## src/rtl/adc_ltc2308_emu.sv

```systemverilog
// LTC2308 ADC emulator: SPI slave that returns values from a writable
// channel table, with config-word pipelining as in the real part.
module adc_ltc2308_emu #(
  parameter int TCONV_CYC = 52
) (
  input  logic        clk,
  input  logic        reset,
  input  logic        ADC_CONVST,
  input  logic        ADC_SCK,
  input  logic        ADC_SDI,
  output logic        ADC_SDO,
  input  logic        ch_wr,
  input  logic [2:0]  ch_addr,
  input  logic [11:0] ch_wdata,
  output logic        busy,
  output logic        cfg_valid,
  output logic [5:0]  cfg_word,
  output logic [15:0] frame_count
);

  localparam int CW = (TCONV_CYC > 1) ? $clog2(TCONV_CYC) : 1;

  typedef enum logic [1:0] {
    IDLE,
    CONV,
    SHIFT
  } state_t;

  state_t state, state_nx;

  logic cs_s1, cs_s2, cs_d;
  logic sck_s1, sck_s2, sck_d;
  logic sdi_s1, sdi_s2;
  logic cs_rise, sck_rise, sck_fall;

  logic [11:0]   tbl [8];
  logic [11:0]   shreg;
  logic [11:0]   raw;
  logic [11:0]   snap;
  logic [2:0]    ch;
  logic [CW-1:0] conv_cnt;
  logic [3:0]    fall_cnt;
  logic [2:0]    rise_cnt;
  logic [4:0]    cfg_sh;
  logic          conv_done;
  logic          last_fall;
  logic          start;

  assign cs_rise  = cs_s2 & ~cs_d;
  assign sck_rise = sck_s2 & ~sck_d;
  assign sck_fall = ~sck_s2 & sck_d;

  assign conv_done = (conv_cnt == CW'(TCONV_CYC - 1));
  assign last_fall = sck_fall && (fall_cnt == 4'd11);
  assign start     = cs_rise && (state != CONV);

  // Active channel comes from the previously accepted word: {S1, S0, O/S}
  assign ch  = {cfg_word[3], cfg_word[2], cfg_word[4]};
  assign raw = tbl[ch];

  always_comb begin
    snap = raw;
    if (!cfg_word[5]) begin
      snap = 12'h000;
    end else if (!cfg_word[1]) begin
      snap = {~raw[11], raw[10:0]};
    end
  end

  always_ff @(posedge clk or posedge reset) begin
    if (reset) begin
      state <= IDLE;
    end else begin
      state <= state_nx;
    end
  end

  always_comb begin
    state_nx = state;
    unique case (state)
      IDLE: begin
        if (cs_rise) state_nx = CONV;
      end
      CONV: begin
        if (conv_done) state_nx = SHIFT;
      end
      SHIFT: begin
        if (cs_rise) begin
          state_nx = CONV;
        end else if (last_fall) begin
          state_nx = IDLE;
        end
      end
      default: state_nx = IDLE;
    endcase
  end

  always_ff @(posedge clk or posedge reset) begin
    if (reset) begin
      cs_s1  <= 1'b0;
      cs_s2  <= 1'b0;
      cs_d   <= 1'b0;
      sck_s1 <= 1'b0;
      sck_s2 <= 1'b0;
      sck_d  <= 1'b0;
      sdi_s1 <= 1'b0;
      sdi_s2 <= 1'b0;
    end else begin
      cs_s1  <= ADC_CONVST;
      cs_s2  <= cs_s1;
      cs_d   <= cs_s2;
      sck_s1 <= ADC_SCK;
      sck_s2 <= sck_s1;
      sck_d  <= sck_s2;
      sdi_s1 <= ADC_SDI;
      sdi_s2 <= sdi_s1;
    end
  end

  always_ff @(posedge clk or posedge reset) begin
    if (reset) begin
      for (int i = 0; i < 8; i++) begin
        tbl[i] <= '0;
      end
    end else if (ch_wr) begin
      tbl[ch_addr] <= ch_wdata;
    end
  end

  always_ff @(posedge clk or posedge reset) begin
    if (reset) begin
      shreg       <= '0;
      conv_cnt    <= '0;
      fall_cnt    <= '0;
      rise_cnt    <= '0;
      cfg_sh      <= '0;
      cfg_valid   <= 1'b0;
      cfg_word    <= 6'b100010;
      frame_count <= '0;
    end else begin
      cfg_valid <= 1'b0;
      if (start) begin
        // New or aborted frame: drop any partial config word
        shreg    <= snap;
        conv_cnt <= '0;
        fall_cnt <= '0;
        rise_cnt <= '0;
      end else if (state == CONV) begin
        conv_cnt <= conv_cnt + 1'b1;
      end else if (state == SHIFT) begin
        if (sck_fall) begin
          shreg    <= {shreg[10:0], 1'b0};
          fall_cnt <= fall_cnt + 1'b1;
          if (last_fall) frame_count <= frame_count + 1'b1;
        end
        if (sck_rise && (rise_cnt < 3'd6)) begin
          cfg_sh   <= {cfg_sh[3:0], sdi_s2};
          rise_cnt <= rise_cnt + 1'b1;
          if (rise_cnt == 3'd5) begin
            cfg_word  <= {cfg_sh, sdi_s2};
            cfg_valid <= 1'b1;
          end
        end
      end
    end
  end

  assign busy    = (state == CONV);
  assign ADC_SDO = (state == SHIFT) & shreg[11];

endmodule
```

## config.mk

```make
export PLATFORM = sky130hd
export DESIGN_NAME = adc_ltc2308_emu
export DESIGN_NICKNAME = d
export VERILOG_FILES = /design/src/rtl/adc_ltc2308_emu.sv
export SDC_FILE = /design/constraint.sdc
export NUM_CORES = 1
export LEC_CHECK = 0
export CAP_MARGIN = 20
export CORE_ASPECT_RATIO = 1.4
export CORE_MARGIN = 2
export CORE_UTILIZATION = 59
export CTS_BUF_LIST = sky130_fd_sc_hd__clkbuf_8 sky130_fd_sc_hd__clkbuf_16
export DETAILED_ROUTE_END_ITERATION = 10
export PLACE_DENSITY_LB_ADDON = 0.25
export SYNTH_ARGS = -nofsm -noshare
export SYNTH_HDL_FRONTEND = slang
export SYNTH_SLANG_ARGS = --single-unit
```

## constraint.sdc

```tcl
create_clock -name clk -period 7.94 [get_ports clk]
set_input_delay 1.985 -clock clk [delete_from_list [all_inputs] [get_ports clk]]
set_output_delay 1.985 -clock clk [all_outputs]
set_load 0.03 [all_outputs]
```

==> results.sh <==
export IMPL_numCtsBuffers=17
export IMPL_hold_viol=0
export IMPL_p_leak_nw=3.41
export IMPL_die_x_um=96.3
export IMPL_syn_num_nets=497
export IMPL_syn_inst=471
export IMPL_ys_flop_type="dfrtp_1"
export IMPL_power_density_mw_per_mm2=254
export IMPL_gp_congestion=0.784
export IMPL_syn_avg_cell_area_um2=14.9
export IMPL_worst_ir_drop_vdd_mv=0.215
export IMPL_post_drt_wl_per_cell_um=19.2
export IMPL_ant_nets=0
export IMPL_status="completed"
export IMPL_antenna_found_initial=0
export IMPL_yosys_warnings=0
export IMPL_initialDrtViolationCount=177
export IMPL_seq_area_frac_synth_pct=56.6
export IMPL_drt_wl_total_um=13000
export IMPL_place_hpwl_um=8340
export IMPL_drv_slew=0
export IMPL_grt_max_degree=109
export IMPL_num_vias=4016
export IMPL_core_area_mm2=0.0118
export IMPL_min_period_ns=4.25
export IMPL_die_h_um=133
export IMPL_holdWs_ns=0.350
export IMPL_rsz0062_at_grt="false"
export IMPL_grt_use_total_pct=22.3
export IMPL_crit_slowest_cell="dfrtp_1"
export IMPL_overflow=0
export IMPL_nets=544
export IMPL_slew_headroom_pct=29.4
export IMPL_hold_path_class="flip-flop to flip-flop"
export IMPL_worst_clock_skew_ns=0.0133
export IMPL_cp_end_kind="output pin"
export IMPL_cts_tree="done"
export IMPL_cp_top_family="flip-flops"
export IMPL_critical_path_max_stage_delay_ns=1.01
export IMPL_fin_crit_sh_pct=53.5
export IMPL_syn2layout_area_growth_pct=16.5
export IMPL_drcViolationCount=0
export IMPL_synth_cell_types=42
export IMPL_tightest_slew_ns=1.05
export IMPL_setup_viol_count_final=0
export IMPL_crit_buf_inv=1
export IMPL_diodes=0
export IMPL_p_total_mw=2.08
export IMPL_tns_ns=0
export IMPL_synth_edf_count=0
export IMPL_critical_path_max_fanout=16
export IMPL_cts_hold_buf=0
export IMPL_fmax_mhz=236
export IMPL_cts_root_buf="clkbuf_16"
export IMPL_cts_sinks=159
export IMPL_startpoint_type="flip-flop"
export IMPL_vias_per_cell=5.92
export IMPL_netlist_area_mm2=0.00704
export IMPL_drt_pass1_iterations=4
export IMPL_clkTransAtPathRegs_ns=0.06
export IMPL_grt_pass1_wl_um=21500
export IMPL_initial_core_util_pct=59.9
export IMPL_portBuffers=45
export IMPL_ctsResizeCount=0
export IMPL_drive_gt1_share_pct=34.3
export IMPL_synthArstFlopShare_pct=100
export IMPL_crit_chain="clkdlybuf4s50_1"
export IMPL_maxCapViolations=0
export IMPL_cts_setup_buffers=0
export IMPL_clk_latency_ns=0.42
export IMPL_ys_seq_elements=159
export IMPL_worstSetupPathType="flip-flop to output pin"
export IMPL_clk_path_buf_depth=2
export IMPL_dieArea_mm2=0.0128
export IMPL_cp_arrival_ns=2.26
export IMPL_cp_required_ns=5.96
export IMPL_htreeDepth=4
export IMPL_grt_pass1_vias=4200
export IMPL_rows=47
export IMPL_boundaryPins=46
layer usage:
metal	track usage, %	part of all wire, %	vias up	wire, µm
met5	0	0	-	0
met4	6.57	1.4	0	177
met3	5.83	3.0	14	386
met2	37.3	53	67	6950
met1	28.7	42	2091	5540
li1	-	-	1844	-
final timing paths:
check / depth (start not counted) / endpoint / slack, ns / start
setup reg to reg: 4 / shreg[11] / 5.74 / cfg_word[4]
min in group asynchronous: 2 / frame_count[12] / 2.15 / reset
setup / recovery: 1 / cfg_word[4] / 3.69 / cfg_word[4]
max in group asynchronous: 3 / shreg[4] / 4.53 / reset
hold / removal: 0 / sdi_s2 / 0.35 / sdi_s1
hold reg to reg: 0 / sdi_s2 / 0.35 / sdi_s1
synth_stat cells (all sizes together), types with 4 or more instances:
| master | instances | area, µm² |
|---|---|---|
| o21ai | 7 | 35.0 |
| nand2 | 12 | 45.0 |
| xor2 | 4 | 35.0 |
| o22ai | 12 | 75.1 |
| nand4b | 4 | 35.0 |
| inv | 5 | 18.8 |
| nand2b | 5 | 33.8 |
| xnor2 | 16 | 140 |
| mux2i | 23 | 230 |
| nand3 | 6 | 30.0 |
| ha | 5 | 62.6 |
| nor2 | 13 | 56.3 |
| dfrtp | 157 | 3930 |
| buf | 21 | 139 |
| mux4 | 24 | 541 |
| nor3 | 4 | 20.0 |
| mux2 | 108 | 1220 |
| nand4 | 18 | 128 |
cells in the final DEF, fill, tap and decap left out, types with 4 or more instances in the layout:
cell             count
inv_1                6
xnor2_1             16
clkdlybuf4s50_1     45
nand4_1             17
o22ai_1             12
clkinvlp_4           5
ha_1                 5
nor2_1              12
xor2_1               4
buf_4                4
nand4b_1             4
mux2_2             107
mux4_2              24
clkbuf_16           17
nand2_1             12
mux2i_1             23
inv_6                4
o21ai_0              7
nand2b_1             4
dfrtp_1            157
nand3_1              6
kinds of logic (layout without fill, tap and decap cells):
logic type                 count (synthesis)  after routing  share of synthesized area, %
AOI/OAI and AO/OA                         27             27                          2.49
adders and majority gates                  5              5                         0.889
muxes                                    155            155                          28.2
xor gates and xnor gates                  20             20                          2.49
DFF                                      159            159                          56.6
and+or+nand+nor                           76             76                          6.95
buffers and inverters                     29             89                          2.40
report_power, final:
part | internal (mW) | total [mW] | switching [mW] | leakage (nW)
Combinational | 0.152 | 0.254 | 0.102 | 1.13
Sequential | 0.936 | 1.01 | 0.0754 | 1.99
Clock | 0.493 | 0.815 | 0.322 | 0.286
state kept, by name, summed over array words and instances, names as in the netlist, 2 cells and up:
register and flops:
cfg_sh 5, cfg_word 6, conv_cnt 6, fall_cnt 4, frame_count 16, rise_cnt 3
shreg 12, state 2, tbl 96
cell type report:
class / count / area [µm²]
clock buffer: 17 / 425
fill: 811 / 3560
clock inverter: 15 / 170
tap: 147 / 184
inverter: 5 / 23.8
multi-input combinational: 283 / 2900
sequential: 159 / 3980
timing repair buffer: 52 / 514
stage by stage:
stage               util, %  std cells  setup WS [ns]  instance area [µm²]
floorplan                 -        471           1.67                 7040
global placement       64.4        643           3.80                 7570
detailed placement     64.4        644           3.71                 7580
CTS                    69.5        676           3.66                 8180
global route           69.7        678           3.58                 8200
finish                 69.7        678           3.69                 8200
Power figures use the tool's default switching activity.
